--- src/rtl/seq_divider_pkg.sv ---
// Shared definitions for the sequential signed divider: FSM encoding,
// default operand width and the divide-by-zero quotient fill.
package seq_divider_pkg;

   localparam int DIV_WIDTH_DEF = 32;

   // Divide-by-zero quotient is all ones at any width; replicate this bit.
   localparam logic DIV_DBZ_FILL = 1'b1;

   typedef enum logic [1:0] {
      ST_IDLE = 2'd0,
      ST_CALC = 2'd1,
      ST_FIX  = 2'd2,
      ST_DONE = 2'd3
   } div_state_t;

endpackage

--- src/rtl/seq_divider.sv ---
// Sequential signed divider: radix-2 restoring iteration on magnitudes,
// one quotient bit per clock, then a sign-fix cycle (truncation toward zero).
module seq_divider
   import seq_divider_pkg::*;
#(
   parameter int WIDTH = DIV_WIDTH_DEF
) (
   input  logic                    clk,
   input  logic                    rst,
   input  logic                    ena_div,
   input  logic                    rst_div,
   input  logic signed [WIDTH-1:0] alu_1_a,
   input  logic signed [WIDTH-1:0] alu_1_b,
   output logic signed [WIDTH-1:0] alu_1_out,
   output logic signed [WIDTH-1:0] alu_1_rem,
   output logic                    div_busy,
   output logic                    div_done,
   output logic                    div_by_zero,
   output logic                    div_ovf
);

   localparam int               CW        = $clog2(WIDTH) + 1;
   localparam logic [CW-1:0]    LAST_ITER = CW'(WIDTH - 1);
   localparam logic [WIDTH-1:0] MIN_VAL   = {1'b1, {(WIDTH-1){1'b0}}};
   localparam logic [WIDTH-1:0] DBZ_QUOT  = {WIDTH{DIV_DBZ_FILL}};

   div_state_t       state, state_nxt;
   logic [CW-1:0]    cnt;
   logic [WIDTH-1:0] quo_q;     // dividend shifts out, quotient shifts in
   logic [WIDTH-1:0] rem_q;
   logic [WIDTH-1:0] dvs_q;
   logic             neg_a, neg_b;

   logic             cap, b_zero, is_ovf;
   logic [WIDTH-1:0] a_mag, b_mag;
   logic [WIDTH:0]   rem_sh, rem_try;
   logic [WIDTH-1:0] quo_fix, rem_fix;

   assign cap    = (state == ST_IDLE) && ena_div && !rst_div;
   assign b_zero = (alu_1_b == '0);
   assign is_ovf = ($unsigned(alu_1_a) == MIN_VAL) && (alu_1_b == '1);
   assign a_mag  = alu_1_a[WIDTH-1] ? $unsigned(-alu_1_a) : $unsigned(alu_1_a);
   assign b_mag  = alu_1_b[WIDTH-1] ? $unsigned(-alu_1_b) : $unsigned(alu_1_b);

   // Partial remainder is carried one bit wider so the trial subtract's
   // borrow lands in bit WIDTH.
   assign rem_sh  = {rem_q, quo_q[WIDTH-1]};
   assign rem_try = rem_sh - {1'b0, dvs_q};

   assign quo_fix = (neg_a ^ neg_b) ? (~quo_q + 1'b1) : quo_q;
   assign rem_fix = neg_a ? (~rem_q + 1'b1) : rem_q;

   always_ff @(posedge clk or negedge rst) begin
      if (!rst) state <= ST_IDLE;
      else      state <= state_nxt;
   end

   always_comb begin
      state_nxt = state;
      if (rst_div) begin
         state_nxt = ST_IDLE;
      end else begin
         case (state)
            ST_IDLE: if (ena_div) state_nxt = (b_zero || is_ovf) ? ST_DONE : ST_CALC;
            ST_CALC: if (cnt == LAST_ITER) state_nxt = ST_FIX;
            ST_FIX:  state_nxt = ST_DONE;
            ST_DONE: if (!ena_div) state_nxt = ST_IDLE;
            default: state_nxt = ST_IDLE;
         endcase
      end
   end

   always_comb begin
      div_busy = (state != ST_IDLE);
      div_done = (state == ST_DONE);
   end

   always_ff @(posedge clk or negedge rst) begin
      if (!rst) begin
         cnt         <= '0;
         quo_q       <= '0;
         rem_q       <= '0;
         dvs_q       <= '0;
         neg_a       <= 1'b0;
         neg_b       <= 1'b0;
         alu_1_out   <= '0;
         alu_1_rem   <= '0;
         div_by_zero <= 1'b0;
         div_ovf     <= 1'b0;
      end else if (rst_div) begin
         cnt         <= '0;
         alu_1_out   <= '0;
         alu_1_rem   <= '0;
         div_by_zero <= 1'b0;
         div_ovf     <= 1'b0;
      end else begin
         case (state)
            ST_IDLE: if (cap) begin
               quo_q       <= a_mag;
               rem_q       <= '0;
               dvs_q       <= b_mag;
               neg_a       <= alu_1_a[WIDTH-1];
               neg_b       <= alu_1_b[WIDTH-1];
               cnt         <= '0;
               div_by_zero <= 1'b0;
               div_ovf     <= 1'b0;
               // Both special cases bypass the iteration and finish here.
               if (b_zero) begin
                  alu_1_out   <= DBZ_QUOT;
                  alu_1_rem   <= alu_1_a;
                  div_by_zero <= 1'b1;
               end else if (is_ovf) begin
                  alu_1_out <= MIN_VAL;
                  alu_1_rem <= '0;
                  div_ovf   <= 1'b1;
               end
            end
            ST_CALC: begin
               cnt <= cnt + CW'(1);
               if (!rem_try[WIDTH]) begin
                  rem_q <= rem_try[WIDTH-1:0];
                  quo_q <= {quo_q[WIDTH-2:0], 1'b1};
               end else begin
                  rem_q <= rem_sh[WIDTH-1:0];
                  quo_q <= {quo_q[WIDTH-2:0], 1'b0};
               end
            end
            ST_FIX: begin
               alu_1_out <= quo_fix;
               alu_1_rem <= rem_fix;
            end
            default: ;
         endcase
      end
   end

endmodule

--- config.mk ---
export PLATFORM = sky130hd
export DESIGN_NAME = seq_divider
export DESIGN_NICKNAME = d
export VERILOG_FILES = /design/src/rtl/seq_divider_pkg.sv /design/src/rtl/seq_divider.sv
export SDC_FILE = /design/constraint.sdc
export NUM_CORES = 1
export LEC_CHECK = 0
export CELL_PAD_IN_SITES_DETAIL_PLACEMENT = 1
export CELL_PAD_IN_SITES_GLOBAL_PLACEMENT = 2
export CORE_MARGIN = 8
export CORE_UTILIZATION = 37
export CTS_CLUSTER_DIAMETER = 40
export DETAILED_ROUTE_END_ITERATION = 10
export PLACE_DENSITY = 0.95
export SYNTH_ARGS = -nofsm -noshare
export SYNTH_HDL_FRONTEND = slang
export SYNTH_SLANG_ARGS = --single-unit
--- constraint.sdc ---
create_clock -name clk -period 5.4 [get_ports clk]
set_clock_uncertainty 0.1 [all_clocks]
set_input_delay 0.54 -clock clk [delete_from_list [all_inputs] [get_ports clk]]
set_output_delay 0.54 -clock clk [all_outputs]
set_load 0.02 [all_outputs]
## After elaboration in Yosys (flattened, before gate mapping)

Cells that the tools add are included.

| storage, ports and cells | value |
|---|---|
| output and inout port bits | 68 |
| bits in registers | 172 |
| bits of input ports | 68 |

| operators by class | value |
|---|---|
| add/sub/neg operators | 6 |
| reductions and logical operators | 19 |
| equal/unequal tests | 12 |
| mux-type cells | 38 |
| bitwise logic cells | 4 |

Operators by type and width:

| kind | count |
|---|---|
| two-way mux 32 bit | 15 |
| case mux 32 bit (2 select lines) | 4 |
| adder 32 x 1 -> 32 bit, second input constant | 2 |
| == test 32 bit, second input constant | 2 |
| negator 32 bit | 2 |
| NOT 32 bit | 2 |
| subtractor 33 x 32 -> 33 bit | 1 |
| logical NOT 32 bit | 1 |
| two-way mux 6 bit | 2 |
| != test 3 bit, second input constant | 4 |
| case mux 6 bit (2 select lines) | 1 |
| AND reduction 3 bit | 4 |
| two-way mux 1 bit | 10 |
| two-way mux 2 bit | 5 |
| case mux 2 bit (4 select lines) | 1 |
| nonzero test 2 bit | 4 |
| adder 6 x 1 -> 6 bit, second input constant | 1 |
| == test 6 x 5 -> 1 bit, second input constant | 1 |
| nonzero test 3 bit | 2 |
| == test 2 bit, second input constant | 2 |
| != test 4 bit, second input constant | 1 |
| AND reduction 2 bit | 2 |
| logical AND 1 bit | 3 |
| == test 2 x 1 -> 1 bit, second input constant | 1 |
| other kinds (6) | 6 |

## Longest topological paths before layout

| depth | value |
|---|---|
| depth after elaboration | 7 |
| mapped depth | 13 |

## Worst setup path after synthesis

No wires, ideal clock.

| timing | value |
|---|---|
| kind | in2reg |
| start | input port alu_1_b[6] |
| end | register alu_1_out[10] |
| slack | 2.078 ns |
| data arrival time | 3.101 ns |
| required time | 5.179 ns |
| buffers on the path | 3 |
| stages | 10 |
| cell sequence | or4_4 or3_4 or3_1 buf_2 o31a_1 a211o_1 nor2b_4 buf_6 buf_2 a22o_1 |

| on the way | value |
|---|---|
| longest elaborated chain between the ends | 5 |
| elaborated cells between the ends (all ways) | 9 |

RTL lines:

| element | line | source |
|---|---|---|
| start, declared | seq_divider.sv:13 | `input logic signed [WIDTH-1:0] alu_1_b,` |
| logical NOT 32 bit | seq_divider.sv:40 | `assign b_zero = (alu_1_b == '0);` |
| two-way mux 32 bit | seq_divider.sv:108 | `if (b_zero) begin` |
| two-way mux 32 bit | seq_divider.sv:98 | `ST_IDLE: if (cap) begin` |
| case mux 32 bit (2 select lines) | seq_divider.sv:97 | `case (state)` |
| two-way mux 32 bit | seq_divider.sv:90 | `end else if (rst_div) begin` |
| end signal, assigned | seq_divider.sv:129 | `alu_1_out <= quo_fix;` |
| end, declared | seq_divider.sv:14 | `output logic signed [WIDTH-1:0] alu_1_out,` |

Parallel ways exist; a longest one is shown, timed or not. The select of a mux whose other input is x is not followed.
A chain may end at the register's enable or synchronous reset.

## Worst setup path after layout

| timing | value |
|---|---|
| start | input port alu_1_b[6] |
| end | register alu_1_out[0] |

Same word-level chain as after synthesis.

==> flow_summary.yaml <==
job:
  maxCapViolations: 0
floorplan:
  row_count: 66
  fp.dieH_um: 195.8
  start_util_pct: 37.15
  core_area_mm2: 0.03221
  die-area_mm2: 0.03835
  die_w_um: 195.8
  ios: 136
clock_network:
  cts_max_path_buffers: 2
  clk_pin_slew_worst_paths_ns: 0.07
  cts_tree: "done"
  cts-root-buf: "clkbuf_16"
  hold_buffers: 0
  cts_setup_buffers: 0
  cts_sinks: 172
  cts_buffers: 17
  htreeDepth: 4
  clk-insertion-delay-late_ns: 0.43
  cts_resized: 0
pwr:
  clock_power_share_pct: 19.0
  peakVddDrop_v: 0.0002871
  leakage_nw: 6.140
  power.switching_mw: 3.161
  powerDensity_mw_per_mm2: 481.6
  p_int_mw: 3.675
  p_comb_share_pct: 51.8
  switching_share_pct: 46.24
  seqPwrFrac_pct: 29.2
detailed_routing:
  via_per_inst: 5.736
  routed_wl_mm: 39.20
  post_drt_wl_per_cell_um: 20.46
  drc: 0
  drt.antenna.violating_nets: 0
  drt_iter0_drc: 678
  drt-pass1-iter-count: 5
  vias: 10990
worst_setup_path:
  arrival_ns: 4.30
  worstPathMaxFanout: 34
  endpoint_kind: "flip-flop"
  cp.required_ns: 5.67
  crit_type: "in2reg"
  crit_path_start_kind: "primary input"
yosys:
  syn_avg_cell_area_um2: 8.443
  syn_area_mm2: 0.01196
  seq_area_frac_synth_pct: 35.98
  synth_top_area_share_pct: 35.98
  yosysWarningCount: 0
  synth_edf_count: 0
  yosysTopAreaCell: "dfrtp_1"
  synth_fp_nets: 1528
  yosysUniqueCellTypes: 68
  synth_seq_cells: 172
  async_flop_share_pct: 100.0
  synth_cells: 1417
  yosys-top-cells-area: "dfrtp_1 (36%), xor2_1 (7.5%), o21ai_0 (5.6%), nand2_1 (5.6%), ha_1 (4.4%)"
  synth_flop_cell: "dfrtp_1"
placement:
  dpl.hpwl_mm: 29.78
  gp_congestion: 0.8833
  portBuffers: 135
cells_and_area:
  fill_cells: 3775
  final_util_pct: 44.07
  diodes: 0
  regArea_mm2: 0.004304
  fin_nets: 1607
  multiInputGateArea_mm2: 0.007099
  synthToLayoutAreaGrowth_pct: 18.63
  layout-drive-gt1-share_pct: 4.708
grt:
  grt_max_degree: 91
  grt_overflow: 0
  grt_antenna_before_repair: 0
  grt_pass1_wl_mm: 62.71
  grt_usage_pct: 20.09
  grt_pass1_vias: 11260
sta:
  grt_setup_unrepaired: "false"
  period_share_pct: 74.56
  whs_ns: 0.07595
  max_slew_margin_pct: 28.65
  period_needed_ns: 4.026
  final_max_slew_viol_count: 0
  fmax_ghz: 0.2484
  tns_ns: 0
  hold_viol: 0
  setup-violations-final: 0
  tightest_slew_ns: 1.069
hold_path:
  min_path_type: "in2async"
run_status:
  outcome: "finished clean"
-- critical path: stages --
cell and delay [ns]:
clkdlybuf4s50_1 0.51, or4_4 0.59, or3_4 0.36, or3_1 0.43, or3_1 0.52, a21o_1 0.42, nor2_4 0.26, buf_4 0.38
o21ai_0 0.16, nand2_1 0.10
-- stage by stage --
| step | power, mW | setup WS [ns] | instance area (µm²) | std cells |
|---|---|---|---|---|
| after floorplan | 4.445 | 2.078 | 11960 | 1417 |
| after global placement | 5.386 | 1.044 | 13590 | 1885 |
| after detailed placement | 5.522 | 0.9336 | 13590 | 1885 |
| after CTS | 6.848 | 1.385 | 14190 | 1916 |
| after global routing | 7.330 | 1.187 | 14190 | 1916 |
| final | 6.836 | 1.374 | 14190 | 1916 |
-- cells in the final DEF (no fill, tap or decap), types with 20 or more instances in the layout --
cell type,instances
ha_1,40
dfrtp_1,172
xnor2_1,38
o21ai_0,134
nor2_1,91
a21o_1,23
nor3_1,20
o31ai_1,39
inv_1,55
nand3_1,34
a21oi_1,95
a22o_1,49
clkdlybuf4s50_1,134
nand2_1,177
xor2_1,101
-- routing by layer --
layer	global-route usage [%]	up-vias	share of wire, %
met3	2.862	52	3.7
met2	34.06	225	48
met1	26.15	5416	46
met4	6.261	0	2.3
met5	0	-	0
li1	-	5297	-
-- flip-flops by register name, summed over array words and instances (netlist names) --
name and count:
cnt 6, neg_b 1, alu_1_out 32, div_ovf 1, quo_q 32, state 2
dvs_q 32, alu_1_rem 32, div_by_zero 1, neg_a 1, rem_q 32
-- cell families (layout without fill, tap and decap cells) --
family,count (synthesis),after routing,synth area share (%)
compound gates,459,459,25.51
flops,172,172,35.98
xor+xnor,140,140,10.25
mux,17,17,1.464
buf+inv,145,236,4.873
simple gates,441,441,17.37
fa+ha+maj,43,43,4.560
-- worst paths after layout --
check / start / end / slack, ns / cells past startpoint
setup reg to reg: quo_q[31]$_DFFE_PN0P_ / rem_q[21]$_DFFE_PN0P_ / 1.44 / 12
max in group asynchronous: rst / quo_q[10]$_DFFE_PN0P_ / 4.00 / 2
hold reg to reg: dvs_q[8]$_DFFE_PN0P_ / dvs_q[8]$_DFFE_PN0P_ / 0.38 / 2
setup / recovery: alu_1_b[6] / alu_1_out[0]$_DFFE_PN0P_ / 1.37 / 10
min in group clk: dvs_q[8]$_DFFE_PN0P_ / dvs_q[8]$_DFFE_PN0P_ / 0.38 / 2
hold / removal: rst / alu_1_out[18]$_DFFE_PN0P_ / 0.08 / 1
-- cell usage after synthesis, types with 14 or more instances --
| cell type | number |
|---|---|
| nor3_1 | 20 |
| nand4_1 | 14 |
| nand3_1 | 34 |
| a21o_1 | 23 |
| nor4_1 | 15 |
| o41ai_1 | 16 |
| ha_1 | 42 |
| dfrtp_1 | 172 |
| clkbuf_1 | 64 |
| o21ai_0 | 134 |
| or4_1 | 17 |
| inv_1 | 55 |
| or3_1 | 16 |
| xor2_1 | 102 |
| xnor2_1 | 38 |
| a22o_1 | 49 |
| o31ai_1 | 39 |
| nor2_1 | 93 |
| o311ai_0 | 15 |
| a21oi_1 | 95 |
| nand2_1 | 177 |
-- cell type report --
class                           count  area share, %
Clock buffer                       19          3.121
Inverter                           55          1.455
Sequential cell                   172          30.33
Clock inverter                     12          1.155
Tap cell                          408          3.597
Multi-Input combinational cell   1100          50.02
Timing Repair Buffer              150          10.32
-- power by group through the flow --
stage	registers, mW	logic (mW)	clock network (mW)
floorplan	1.91	2.53	0
global placement	1.99	3.40	0
detailed placement	2.01	3.51	0
CTS	1.99	3.54	1.31
global route	2.04	3.92	1.37
finish	1.99	3.54	1.30
No activity file was read; power rests on OpenSTA's default activity.
